$ cat src/rtl/count_value_gen.sv
// 4-bit value source: synchronised single-step buttons, parallel load and divider-driven auto-count.
// Define COUNT_SATURATE_EN to clamp at 0/15 instead of wrapping modulo 16.
module count_value_gen #(
  parameter int unsigned DIV_MAX     = 49999999,
  parameter int unsigned SYNC_STAGES = 2
) (
  input  logic       Clock,
  input  logic       Resetn,
  input  logic       Up_n,
  input  logic       Dn_n,
  input  logic       Load,
  input  logic [3:0] Load_val,
  input  logic       Auto_en,
  input  logic       Dir,
  output logic [3:0] Q,
  output logic       Tick,
  output logic       Wrap
);

  localparam int unsigned DIV_W = $clog2(DIV_MAX + 1);
  localparam logic [DIV_W-1:0] DIV_RELOAD = DIV_W'(DIV_MAX);

  typedef enum logic {IDLE, HELD} btn_state_t;

  logic [SYNC_STAGES-1:0] up_sync, dn_sync;
  logic                   up_s, dn_s;
  btn_state_t             up_state, dn_state;
  logic [DIV_W-1:0]       div;

  logic       press_up, press_dn, tick_evt;
  logic       do_up, do_dn;
  logic [3:0] q_next;
  logic       wrap_next;

  assign up_s = up_sync[SYNC_STAGES-1];
  assign dn_s = dn_sync[SYNC_STAGES-1];

  // Press pulses are decoded from the FSM transition so Q moves on the same edge the FSM enters HELD.
  always_comb begin
    press_up = (up_state == IDLE) && !up_s;
    press_dn = (dn_state == IDLE) && !dn_s;
    tick_evt = Auto_en && (div == '0);
  end

  always_comb begin
    do_up     = 1'b0;
    do_dn     = 1'b0;
    q_next    = Q;
    wrap_next = 1'b0;
    if (!Load && !(press_up && press_dn)) begin
      if (press_up || (!press_dn && tick_evt && Dir))
        do_up = 1'b1;
      else if (press_dn || (tick_evt && !Dir))
        do_dn = 1'b1;
    end
    if (Load) begin
      q_next = Load_val;
    end else if (do_up) begin
`ifdef COUNT_SATURATE_EN
      if (Q == 4'hF) wrap_next = 1'b1;
      else           q_next    = Q + 4'd1;
`else
      q_next    = Q + 4'd1;
      wrap_next = (Q == 4'hF);
`endif
    end else if (do_dn) begin
`ifdef COUNT_SATURATE_EN
      if (Q == 4'h0) wrap_next = 1'b1;
      else           q_next    = Q - 4'd1;
`else
      q_next    = Q - 4'd1;
      wrap_next = (Q == 4'h0);
`endif
    end
  end

  always_ff @(posedge Clock or negedge Resetn) begin
    if (!Resetn) begin
      up_sync  <= '1;
      dn_sync  <= '1;
      up_state <= IDLE;
      dn_state <= IDLE;
      div      <= DIV_RELOAD;
      Q        <= '0;
      Tick     <= 1'b0;
      Wrap     <= 1'b0;
    end else begin
      up_sync <= {up_sync[SYNC_STAGES-2:0], Up_n};
      dn_sync <= {dn_sync[SYNC_STAGES-2:0], Dn_n};

      case (up_state)
        IDLE:    if (!up_s) up_state <= HELD;
        HELD:    if (up_s)  up_state <= IDLE;
        default: up_state <= IDLE;
      endcase
      case (dn_state)
        IDLE:    if (!dn_s) dn_state <= HELD;
        HELD:    if (dn_s)  dn_state <= IDLE;
        default: dn_state <= IDLE;
      endcase

      if (!Auto_en)      div <= DIV_RELOAD;
      else if (tick_evt) div <= DIV_RELOAD;
      else               div <= div - 1'b1;

      Tick <= tick_evt;
      Q    <= q_next;
      Wrap <= wrap_next;
    end
  end

endmodule

$ cat config.mk
export PLATFORM = sky130hd
export DESIGN_NAME = count_value_gen
export DESIGN_NICKNAME = d
export VERILOG_FILES = /design/src/rtl/count_value_gen.sv
export SDC_FILE = /design/constraint.sdc
export NUM_CORES = 1
export LEC_CHECK = 0
export ABC_AREA = 1
export CAP_MARGIN = 20
export CORE_ASPECT_RATIO = 0.5
export CORE_MARGIN = 4
export CORE_UTILIZATION = 51
export CTS_CLUSTER_DIAMETER = 120
export DETAILED_ROUTE_END_ITERATION = 10
export PLACE_DENSITY_LB_ADDON = 0.12
export SLEW_MARGIN = 20
export SYNTH_ARGS = -nofsm -noshare
export SYNTH_HDL_FRONTEND = slang
export SYNTH_SLANG_ARGS = --single-unit
export TNS_END_PERCENT = 5
$ cat constraint.sdc
create_clock -name Clock -period 2.1 [get_ports Clock]
set_input_delay 0.525 -clock Clock [delete_from_list [all_inputs] [get_ports Clock]]
set_output_delay 0.525 -clock Clock [all_outputs]
set_load 0.05 [all_outputs]
==> results.txt, run 1 <==
failing checks -> negative setup slack
Boundary Pins -> 17
global-route layer with the greatest usage -> met2
Die X -> 96.3 um
critical path arrival -> 2.32 ns
CP Capture Type -> flip-flop
power per standard cell area -> 684 nW/um2
max_cap viols -> 0
initial antenna violation count -> 0
H-Tree Depth -> 2
CP Cell Sequence -> inv_2 -> ha_4 -> nand3_4 -> nor2_4 -> nand4_1 -> nand2_2 -> nand2_4 -> ha_4 -> a21oi_4 -> nand3_2 -> nand2_2 -> inv_2 -> nand3_2 -> nand3_2 -> nand3_2 -> nand2_1
delay of the slowest critical-path stage -> 0.54 ns
Crit Path Category -> flip-flop to flip-flop
CTS tree -> built
Max transition margin -> 67.1%
Synth Area in Simple Gates -> 26.9%
Ant. Diodes -> 0
CP required -> 2.28 ns
largest area contributor in the netlist -> dfstp_2
Hold Fails Final Rpt -> 0
post-synthesis net count -> 248
count of cell types in the netlist -> 26
Worst Setup SP -> div[0]
nets -> 296
status -> finished, violations left
Critical Path Sink -> Q[3]
GRT Residual Overflow -> 0
post-route design area -> 2630 um2
final setup fails -> 1
via/cell ratio -> 5.05
Placement Rows -> 15
Worst Path Max Fanout -> 5
area share of the largest cell type after synthesis -> 29.1%
Post-synth EDFFs -> 0
core area -> 3580 um2
Post-Synthesis Cells -> 232
Root Buffer -> clkbuf_8
RR Endpoint -> Q[3]
synthesized area per cell -> 8.58 um2
count of input and output buffers -> 16
crit-path most repeated cell -> nand3_2
first-pass GRT wire length -> 7180 um
worst-case clock buffer depth -> 2
fin crit share -> 102%
Reg-to-Reg Start -> div[0]
Placement Cell Area -> 2400 um2
layout cell share with drive strength beyond 1 -> 38.4%
final cell utilization of the core -> 73.5%
gpl congestion -> 0.848
Initial Utilization -> 55.5%
fin crit period -> 2.13 ns
#FFs+latches synth -> 38
die height -> 52.2 um
Worst-Skew Late Latency -> 0.29 ns
fmax -> 0.469 GHz
drt first pass iters -> 4
Compound-Gate Fraction of Synth Area -> 9.62%
top post-synthesis cells by area -> dfstp_2 29%, dfrtp_1 20%, nand2_1 6.6%, inv_1 5.7%, nor2_1 5.1%
worst hold path class -> flip-flop to flip-flop
pre-CTS setup slack -> -0.567 ns
post-DR wirelength/cell -> 13.2 um
Peak VDD IR -> 0.350 mV
CTS clk-pin slew, worst paths -> 0.08 ns
RSZ-0062 raised after global routing -> true
Post-Route WL -> 4370 um
Total GRT Usage -> 19.0%
CTS Hold Bufs -> 0
TritonCTS Buffers -> 5
largest net degree at the start of global routing -> 39
met3 Use GR -> 5.06%
Post-Syn Area -> 1990 um2
Slowest cell on crit path -> dfstp_2
XOR/XNOR Fraction of Synth Area -> 4.40%
Worst R2R Path Depth -> 16
PnR worst setup slack -> -0.0340 ns
Synth Flop Type -> dfstp_2
Post-Synth Adder-Cell Area -> 3.52%
clock skew -> 0.00824 ns
Yosys warnings -> 0
CTS sink count -> 38
GR Util met1 -> 25.5%
commonest cells after routing, fill and taps aside -> 31 x buf_4, 29 x nand2_1, 27 x inv_1, 22 x nor2_1, 22 x dfstp_2
Die ar. -> 5020 um2
LEAKAGE -> 1.10 nW
startpoint types -> flip-flop
number of global-route vias before repair -> 1588
setup slack, reg-to-reg -> -0.03 ns
Worst Tran Pin Value -> 0.492 ns
mux contribution to synthesized area -> 0%
area grow syn2layout -> 32.4%
post-route ant nets -> 0
drc violations -> 0
fin. max-slew vios -> 0
First DRT Iteration DRCs -> 82
FFs w/ async S/R, synth -> 100%
most common cell after layout, fill and taps aside -> buf_4
sequential area share after synthesis -> 49.2%
largest family of logic cells by synthesized area -> simple AND/OR/NAND/NOR gates
via count -> 1675
met2 Use GR -> 30.7%
HPWL after detailed placement -> 3030 um
-- critical path: cells and delay by family, from the launching register on --
family	cells	cell delay (ns)
adder cells (fa/ha/maj)	2	0.39
AND/OR/NAND/NOR	11	0.86
flip-flops	1	0.54
buffers and inverters	2	0.09
AO/OA/AOI/OAI	1	0.14
-- per-stage QoR --
| stage | hold slack, ns | TNS [ns] | instances | total power, mW |
|---|---|---|---|---|
| 5_1_grt | 0.364 | -0.246 | 332 | 1.90 |
| 4_1_cts | 0.361 | -0.0517 | 330 | 1.75 |
| 6_report | 0.360 | -0.0340 | 332 | 1.80 |
| 2_1_floorplan | 0.229 | 0 | 232 | 0.996 |
| 3_5_place_dp | 0.349 | -1.38 | 321 | 1.12 |
| 3_3_place_gp | 0.346 | -1.19 | 321 | 1.11 |
-- logic make-up (layout without fill, tap and decap cells) --
kind of cell / after synthesis / in the layout
xor+xnor: 10 / 10
compound gates: 38 / 38
buf+inv: 33 / 82
fa+ha+maj: 5 / 5
simple gates: 108 / 108
flops: 38 / 38
-- flip-flops by register name (all words and copies together) (netlist names) --
name	cells
up_state	1
dn_sync	2
Q	4
up_sync	2
dn_state	1
Wrap	1
Tick	1
div	26
-- final cells by class --
| class | instances | area, um2 |
|---|---|---|
| sequential | 38 | 978 |
| fill | 255 | 951 |
| clock buffer | 5 | 68.8 |
| multi-input combinational | 161 | 1020 |
| clock inverter | 3 | 40.0 |
| tap | 51 | 63.8 |
| timing repair buffer | 43 | 350 |
| inverter | 31 | 116 |
-- worst min path at each step --
stage               start  slack [ns]          to  cells after the start
3_5_place_dp   up_sync[0]        0.35  up_sync[1]                      0
5_1_grt        dn_sync[0]        0.36  dn_sync[1]                      0
3_3_place_gp   up_sync[0]        0.35  up_sync[1]                      0
6_report       up_sync[0]        0.36  up_sync[1]                      0
4_1_cts        up_sync[0]        0.36  up_sync[1]                      0
2_1_floorplan      Resetn        0.23        Q[0]                      0
-- synth_stat cells (5+ instances only) --
cell     instances
a21oi_1         17
o21ai_0         15
dfstp_2         22
nand2_1         35
nor2_2           8
nor2_1          27
nand4_1          5
o21ai_1          5
nand3_1         15
dfrtp_1         16
xor2_1           8
nand2_2          5
inv_1           30
-- report_power, final --
group | leakage [nW] | switching [mW] | internal (mW)
clock | 0.0579 | 0.261 | 0.350
combinational | 0.598 | 0.221 | 0.164
sequential | 0.443 | 0.0391 | 0.766
total | 1.10 | 0.521 | 1.28
-- metal layers --
layer  share of wire [%]  wire [um]
met4                0.18          8
met2                  48       2080
met5                   0          0
met3                 4.5        197
met1                  48       2080
-- timing repair --
action	CTS	global route
hold endpoints to repair	0	0
resized for setup	12	17
pin swaps	15	14
endpoints found under the setup margin	3	3
setup buffers	1	2
(Power assumes the default switching activity.)
==> run 2, diff against run 1 <==
- CORE_ASPECT_RATIO: 0.5 -> 0.9
- GPL_ROUTABILITY_DRIVEN: not set -> 0
- PLACE_DENSITY: not set -> 0.76
- PLACE_DENSITY_LB_ADDON: 0.12 -> not set
==> run 2 against run 1 <==
Against the previous run: the flow still finishes with violations (negative setup slack); combinational power is 17% lower; clock skew is 0.0026 ns lower; worst hold slack worse by 0.098 ns; worst setup slack better by 0.010 ns; critical path depth stayed put; cell count is 3.6% lower; first-iteration DRC count is 6.1% higher; largest cell class is now flip-flops and latches; flip-flop and latch count stayed put.
==> results.txt, run 2 (synthesis results as in run 1) <==
Worst-Skew Late Latency -> 0.29 ns
final cell utilization of the core -> 67.9%
final setup fails -> 1
CP Capture Type -> flip-flop
final std cells w/o fill -> 320
RSZ-0062 raised after global routing -> true
via count -> 1599
fin crit period -> 2.12 ns
clock skew -> 0.00559 ns
drc violations -> 0
largest net degree at the start of global routing -> 39
drt first pass iters -> 4
Peak VDD IR -> 0.567 mV
number of global-route vias before repair -> 1569
P_int -> 1.33 mW
Die X -> 73.8 um
Top reg by flops -> div
Largest register FFs -> 26
status -> finished, violations left
Worst Tran Pin Value -> 0.503 ns
post-DR wirelength/cell -> 12.4 um
CTS sink count -> 38
Flop pwr share -> 44.2%
CTS tree -> built
worst hold path class -> input pin to async pin
largest registers -> div x26, Q x4
number of placed instances, taps included -> 309
Logic pwr share -> 17.5%
Boundary Pins -> 17
Post-Route WL -> 3950 um
Worst Path Max Fanout -> 4
startpoint types -> flip-flop
fin. max-slew vios -> 0
Psw -> 0.486 mW
setup_tns -> -0.0240 ns
Clock power frac -> 38.3%
commonest cells after routing, fill and taps aside -> 33 x nand2_1, 28 x inv_1, 23 x nor2_1, 23 x buf_4, 22 x dfstp_2
Ant. Diodes -> 0
via/cell ratio -> 5.00
fin crit share -> 101%
Placement Cell Area -> 2340 um2
worst-case clock buffer depth -> 2
Total GRT Usage -> 17.7%
max_cap viols -> 0
post-route design area -> 2530 um2
failing checks -> negative setup slack
CP required -> 2.28 ns
post-route ant nets -> 0
FF/Latch Area -> 978 um2
fill count -> 282
core area -> 3730 um2
Initial Utilization -> 53.3%
TritonCTS Buffers -> 5
layout cell share with drive strength beyond 1 -> 32.8%
H-Tree Depth -> 2
area of the multi-input gates -> 951 um2
Crit Path Category -> flip-flop to flip-flop
GRT Residual Overflow -> 0
area grow syn2layout -> 27.4%
fmax -> 0.471 GHz
First DRT Iteration DRCs -> 87
Hold Fails Final Rpt -> 0
Root Buffer -> clkbuf_8
critical path arrival -> 2.31 ns
switching part of the total -> 26.8%
LEAKAGE -> 1.07 nW
nets -> 289
die height -> 67.3 um
Die ar. -> 4970 um2
PnR worst setup slack -> -0.0240 ns
count of input and output buffers -> 16
HPWL after detailed placement -> 2730 um
CTS clk-pin slew, worst paths -> 0.08 ns
power per standard cell area -> 716 nW/um2
Max transition margin -> 66.4%
Placement Rows -> 21
most common cell after layout, fill and taps aside -> nand2_1
initial antenna violation count -> 0
first-pass GRT wire length -> 6780 um
run 2: final timing paths:
path,from,end,slack (ns),depth (start not counted)
setup / recovery,div[1],Q[3],-0.02,16
hold / removal,Resetn,div[11],0.26,2
setup reg to reg,div[1],Q[3],-0.02,16
hold reg to reg,up_sync[0],up_sync[1],0.36,0
max in group asynchronous,Resetn,div[22],1.49,2
min in group Clock,up_sync[0],up_sync[1],0.36,0
run 2: what timing repair did:
item | CTS | global route
pin swaps | 5 | 16
buffers inserted | 1 | 2
hold buffers | 0 | 0
gates resized for setup | 5 | 9
endpoints found under the setup margin | 2 | 3
run 2: area by class of cell:
type	instances	area share, %
Timing Repair Buffer	36	11.8
Clock buffer	6	3.70
Inverter	31	4.59
Tap cell	46	2.27
Sequential cell	38	38.6
Clock inverter	2	1.53
Multi-Input combinational cell	161	37.5
run 2: critical path, cell delays in order (launching register included):
cell	delay [ns]
dfstp_2	0.54
inv_2	0.05
ha_4	0.15
nand3_1	0.09
nor2_1	0.06
nand4_1	0.09
nand2_2	0.08
nand2_4	0.10
ha_4	0.22
a21oi_2	0.14
nand3_1	0.10
nand2_1	0.10
inv_1	0.04
nand3_1	0.05
nand3_1	0.06
nand3_1	0.08
nand2_1	0.06
run 2: routing by layer:
metal / GRT usage, % / vias up / part of all wire, %
met5: 0 / - / 0
met2: 28.9 / 26 / 49
met4: 6.11 / 0 / 1.5
met3: 4.46 / 8 / 3.5
li1: - / 829 / -
met1: 22.8 / 736 / 46
run 2: power by group through the flow:
stage               sequential [mW]  combinational, mW  clock [mW]
floorplan                     0.864              0.132           0
global placement              0.813              0.290           0
detailed placement            0.813              0.296           0
CTS                           0.802              0.302       0.708
global route                  0.810              0.351       0.742
finish                        0.802              0.318       0.694
run 2: through the flow:
step	total power, mW	worst slack, ns	hold WS, ns
3_5_place_dp	1.11	-0.437	0.347
4_1_cts	1.81	0.0130	0.273
3_3_place_gp	1.10	-0.384	0.345
6_report	1.81	-0.0240	0.262
2_1_floorplan	0.996	0.00635	0.229
5_1_grt	1.90	-0.172	0.293
==> patch 1 (config.mk and constraints of run 1) <==
Add a define of `COUNT_SATURATE_EN`.
--- a/src/rtl/count_value_gen.sv
+++ b/src/rtl/count_value_gen.sv
@@ -1,4 +1,6 @@
 // 4-bit value source: synchronised single-step buttons, parallel load and divider-driven auto-count.
 // Define COUNT_SATURATE_EN to clamp at 0/15 instead of wrapping modulo 16.
+`define COUNT_SATURATE_EN
+
 module count_value_gen #(
   parameter int unsigned DIV_MAX     = 49999999,
Formal check against the unedited RTL: not equivalent (Yosys sat finds a counterexample within 4 cycles, from zero or initial values and one cycle with Resetn low).
==> patch 1 against run 1 <==
  * The flow still finishes with violations (negative setup slack)
  * Synthesized area increased by 3.9%
  * Sequential cell count unchanged
  * Power fell by 3.7%
  * Sequential share of layout area fell by 0.84 points
  * Worst hold slack worse by 2.0 ps
  * Global-route usage down 0.48 points
  * Fmax decreased by 1.4%
  * Synthesized cell count is 3.4% higher
  * Sequential power up 0.5%
  * Cell area grew 2.3%
  * Setup slack worse by 31 ps
  * Combinational power decreased by 11%
  * Wire length decreased by 4.2%
  * Die area is 3.4% higher
  * Highest routed layer unchanged
==> patch 1: results (changes against run 1) <==
status - complete, but fails checks (unchanged)
failing checks - negative setup slack (unchanged)
Crit path largest cell delay - 450 ps (was 540 ps)
vias in the first global route - 1656 (was 1588)
1st-iter DRT viols - 48 (was 82)
Total GRT Usage - 18.5% (was 19.0%)
Post-synth ARST share - 100% (unchanged)
sequential share of the synthesized area - 47.3% (was 49.2%)
Critical Path Fanout Max - 3 (was 5)
placed insts - 339 (was 321)
GP Congestion - 0.791 (was 0.848)
skew final - 5.43 ps (was 8.24 ps)
synth unique cells - 29 (was 26)
DRT Wirelength - 4.19 mm (was 4.37 mm)
Crit path arrival time - 2350 ps (was 2320 ps)
layout cell share with drive strength beyond 1 - 36.8% (was 38.4%)
slowest library cell on the worst path - clkdlybuf4s50_1 (was dfstp_2)
first-pass GRT wire length - 7.58 mm (was 7.18 mm)
fillers - 304 (was 255)
Fin Setup TNS - -66.3 ps (was -34.0 ps)
top post-synthesis cells by area - dfstp_2, dfrtp_1, nand2_1 (unchanged)
vias per cell - 4.83 (was 5.05)
final setup fails - 2 (was 1)
Net Count, Synth - 256 (was 248)
Final Net Count - 311 (was 296)
VDD IR max - 0.000287 V (was 0.000350 V)
Post-synth top cells - nand2_1, nor2_1, inv_1, dfstp_2, dfrtp_1 (was nand2_1, inv_1, nor2_1, dfstp_2, a21oi_1)
DP HPWL - 3.04 mm (was 3.03 mm)
Final Non-Filler Cells - 350 (was 332)
Max-slew headroom - 62.9% (was 67.1%)
Final WS setup - -64.7 ps (was -34.0 ps)
antenna violations before repair - 0 (unchanged)
## patch 1: worst paths after layout
path,start,end,slack [ps],depth (start not counted)
min reg2reg,up_sync[0],up_sync[1],360,0
max,Dir,Q[3],-60,17
max reg2reg,div[7],Q[3],-50,17
min,up_sync[0],up_sync[1],360,0
min in group asynchronous,Resetn,up_state,650,2
max in group asynchronous,Resetn,div[14],1070,2
## patch 1: metrics by stage
stage | hold slack (ps) | instance area [µm²] | setup slack, ps
global route | 364 | 2700 | -226
CTS | 359 | 2670 | -77.1
floorplan | 229 | 2080 | -45.0
global placement | 346 | 2530 | -452
finish | 358 | 2700 | -64.7
detailed placement | 349 | 2530 | -507
## patch 1: report_power, final
group / internal [µW] / leakage (µW) / switching, µW
registers: 770 / 0.000443 / 40.6
logic: 145 / 0.000718 / 198
clock network: 332 / 0.0000575 / 249
## patch 1: logic make-up (layout without fill, tap and decap cells)
family,after synthesis,after routing,synth area share [%]
xor gates and xnor gates,13,13,5.51
adders and majority gates,5,5,3.39
and+or+nand+nor,127,127,31.4
DFF,38,38,47.3
AOI/OAI and AO/OA,30,30,7.26
buffers and inverters,27,83,5.15
## patch 1: final cells by class
cell class | instances | area share (%)
Multi-Input combinational cell | 175 | 38.2
Sequential cell | 38 | 36.3
Timing Repair Buffer | 50 | 15.5
Clock buffer | 8 | 4.09
Inverter | 25 | 3.48
Tap cell | 54 | 2.51
## patch 1: per-layer routing
layer / GRT usage (%) / wire length, µm
met2: 30.6 / 1940
met3: 5.53 / 220
met4: 4.83 / 18
met5: 0 / 0
met1: 23.9 / 2010
## patch 1: what timing repair did
item / in CTS / in global routing
endpoints found under the hold margin: 0 / 0
gates resized for setup: 8 / 5
setup buffers: 2 / 1
endpoints found under the setup margin: 2 / 3
pin swaps: 8 / 5
==> patch 2 (settings of run 1) <==
Without the edit above. Add an input register stage for `Dn_n`, without a reset; this delays it by one clock. The other inputs are not delayed to match.
--- a/src/rtl/count_value_gen.sv
+++ b/src/rtl/count_value_gen.sv
@@ -22,4 +22,10 @@
 
   typedef enum logic {IDLE, HELD} btn_state_t;
+
+  logic Dn_n_q;
+
+  always_ff @(posedge Clock) begin
+    Dn_n_q <= Dn_n;
+  end
 
   logic [SYNC_STAGES-1:0] up_sync, dn_sync;
@@ -87,5 +93,5 @@
     end else begin
       up_sync <= {up_sync[SYNC_STAGES-2:0], Up_n};
-      dn_sync <= {dn_sync[SYNC_STAGES-2:0], Dn_n};
+      dn_sync <= {dn_sync[SYNC_STAGES-2:0], Dn_n_q};
 
       case (up_state)
Function: changed (Yosys sat finds a counterexample within 4 cycles, from zero or initial values and one cycle with Resetn low).
==> patch 2 against run 1 <==
  * Synthesized area grew 3.5%
  * Sequential cell count rose by 1
  * Worst hold slack got worse by 100 ps
  * Cell area up 12%
  * Largest cell class unchanged
  * Setup slack worse by 230 ps
  * Wire length rose by 17%
  * Clock skew rose by 7.8 ps
  * The flow still finishes with violations (negative setup slack)
  * Power is 3.0% higher
==> patch 2: results (changes against run 1) <==
status - complete, but fails checks (unchanged)
failing checks - negative setup slack (unchanged)
M2 GR Usage - 39.9% (was 30.7%)
Net Count, Synth - 246 (was 248)
internal power - 1310 µW (was 1280 µW)
skew final - 16.0 ps (was 8.24 ps)
Synth Instances - 230 (was 232)
vias per cell - 5.08 (was 5.05)
Reg2Reg Depth - 18 (was 16)
top post-synthesis cells by area - dfstp_2, dfrtp_1, nand2_1 (unchanged)
Post-DP Area - 0.00266 mm² (was 0.00240 mm²)
Fin Setup TNS - -372 ps (was -34.0 ps)
Critical Path Fanout Max - 4 (was 5)
DP HPWL - 3.45 mm (was 3.03 mm)
Post-Place Setup Slack - -754 ps (was -567 ps)
Final Non-Filler Cells - 364 (was 332)
synth unique cells - 32 (was 26)
met1 usage - 25.0% (was 25.5%)
YS warnings - 0 (unchanged)
IO buf count - 16 (unchanged)
type of the worst min-delay path - in -> async (was reg -> reg)
1st-iter DRT viols - 62 (was 82)
largest net degree at the start of global routing - 39 (unchanged)
Max-slew headroom - 66.7% (was 67.1%)
fillers - 226 (was 255)
area of the multi-input gates - 0.00108 mm² (was 0.00102 mm²)
Lkg Pwr - 0.00129 µW (was 0.00110 µW)
Metal-1 WL - 2.23 mm (was 2.08 mm)
largest registers - div: 26 flops, Q: 4 flops (unchanged)
met3 Track Usage GR - 7.89% (was 5.06%)
met3 WL - 270 µm (was 197 µm)
Post-synth top cells - nand2_1, nor2_1, dfstp_2, inv_1, dfrtp_1 (was nand2_1, inv_1, nor2_1, dfstp_2, a21oi_1)
Final WS setup - -266 ps (was -34.0 ps)
vias in the first global route - 1882 (was 1588)
first-pass GRT wire length - 8.63 mm (was 7.18 mm)
final setup fails - 2 (was 1)
TritonRoute pass-1 iters - 4 (unchanged)
Post-synth ARST share - 97.4% (was 100%)
VDD IR max - 0.000343 V (was 0.000350 V)
Worst-Skew Late Latency - 310 ps (was 290 ps)
Total GRT Usage - 22.2% (was 19.0%)
Crit path arrival time - 2560 ps (was 2320 ps)
Max Buffers Root-to-Sink - 2 (unchanged)
layout cell share with drive strength beyond 1 - 46.0% (was 38.4%)
placed insts - 345 (was 321)
GP Congestion - 0.825 (was 0.848)
Final Net Count - 328 (was 296)
Root Buffer - clkbuf_8 (unchanged)
DR WL met2 - 2.56 mm (was 2.08 mm)
DRT Wirelength - 5.12 mm (was 4.37 mm)
sequential share of the synthesized area - 48.5% (was 49.2%)
[patch 2: layout make-up]
cell class                      count  share of cell area [%]
Clock buffer                        5                    2.34
Sequential cell                    39                    34.0
Tap cell                           51                    2.17
Timing Repair Buffer               76                    20.7
Clock inverter                      3                    1.49
Multi-Input combinational cell    170                    36.7
Inverter                           20                    2.64
[patch 2: power groups by stage]
stage                     registers [µW]  clock network [µW]  logic (µW)
final                                831                 639         385
after floorplan                      894                   0         138
after global routing                 835                 701         412
after CTS                            830                 652         371
after detailed placement             842                   0         318
after global placement               838                   0         307
[patch 2: path summary, 6_finish.rpt]
check,startpoint,to,slack [ps]
max in group asynchronous,Resetn,div[1],1460
worst min register to register,Dn_n_q,dn_sync[0],310
worst max register to register,div[0],Q[3],-270
worst min-delay path,Resetn,Q[2],260
worst max-delay path,div[0],Q[3],-270
min in group Clock,Dn_n_q,dn_sync[0],310
[patch 2: timing repair]
item                       in CTS  in global routing
resized for setup              17                 14
setup endpoints to repair       3                 17
setup buffers                  10                  1
gates cloned                    0                  0
pin swaps                      13                  8
[patch 2: worst max-delay path, delay by kind of cell, from the launching register on]
kind | cells | cell delay [ps]
AO/OA/AOI/OAI | 2 | 310
adder cells (fa/ha/maj) | 2 | 370
buffers and inverters | 2 | 90
flip-flops | 1 | 540
AND/OR/NAND/NOR | 12 | 970
[patch 2: cells by family (layout without fill, tap and decap cells)]
| group | Yosys count | count (layout) | share of synthesized area [%] |
|---|---|---|---|
| buffers and inverters | 21 | 104 | 4.31 |
| AND/OR/NAND/NOR | 124 | 124 | 31.3 |
| flip-flops | 39 | 39 | 48.5 |
| XOR/XNOR | 11 | 11 | 4.68 |
| multiplexers | 1 | 1 | 0.486 |
| adder cells (fa/ha/maj) | 5 | 5 | 3.40 |
| AO/OA/AOI/OAI | 29 | 29 | 7.29 |
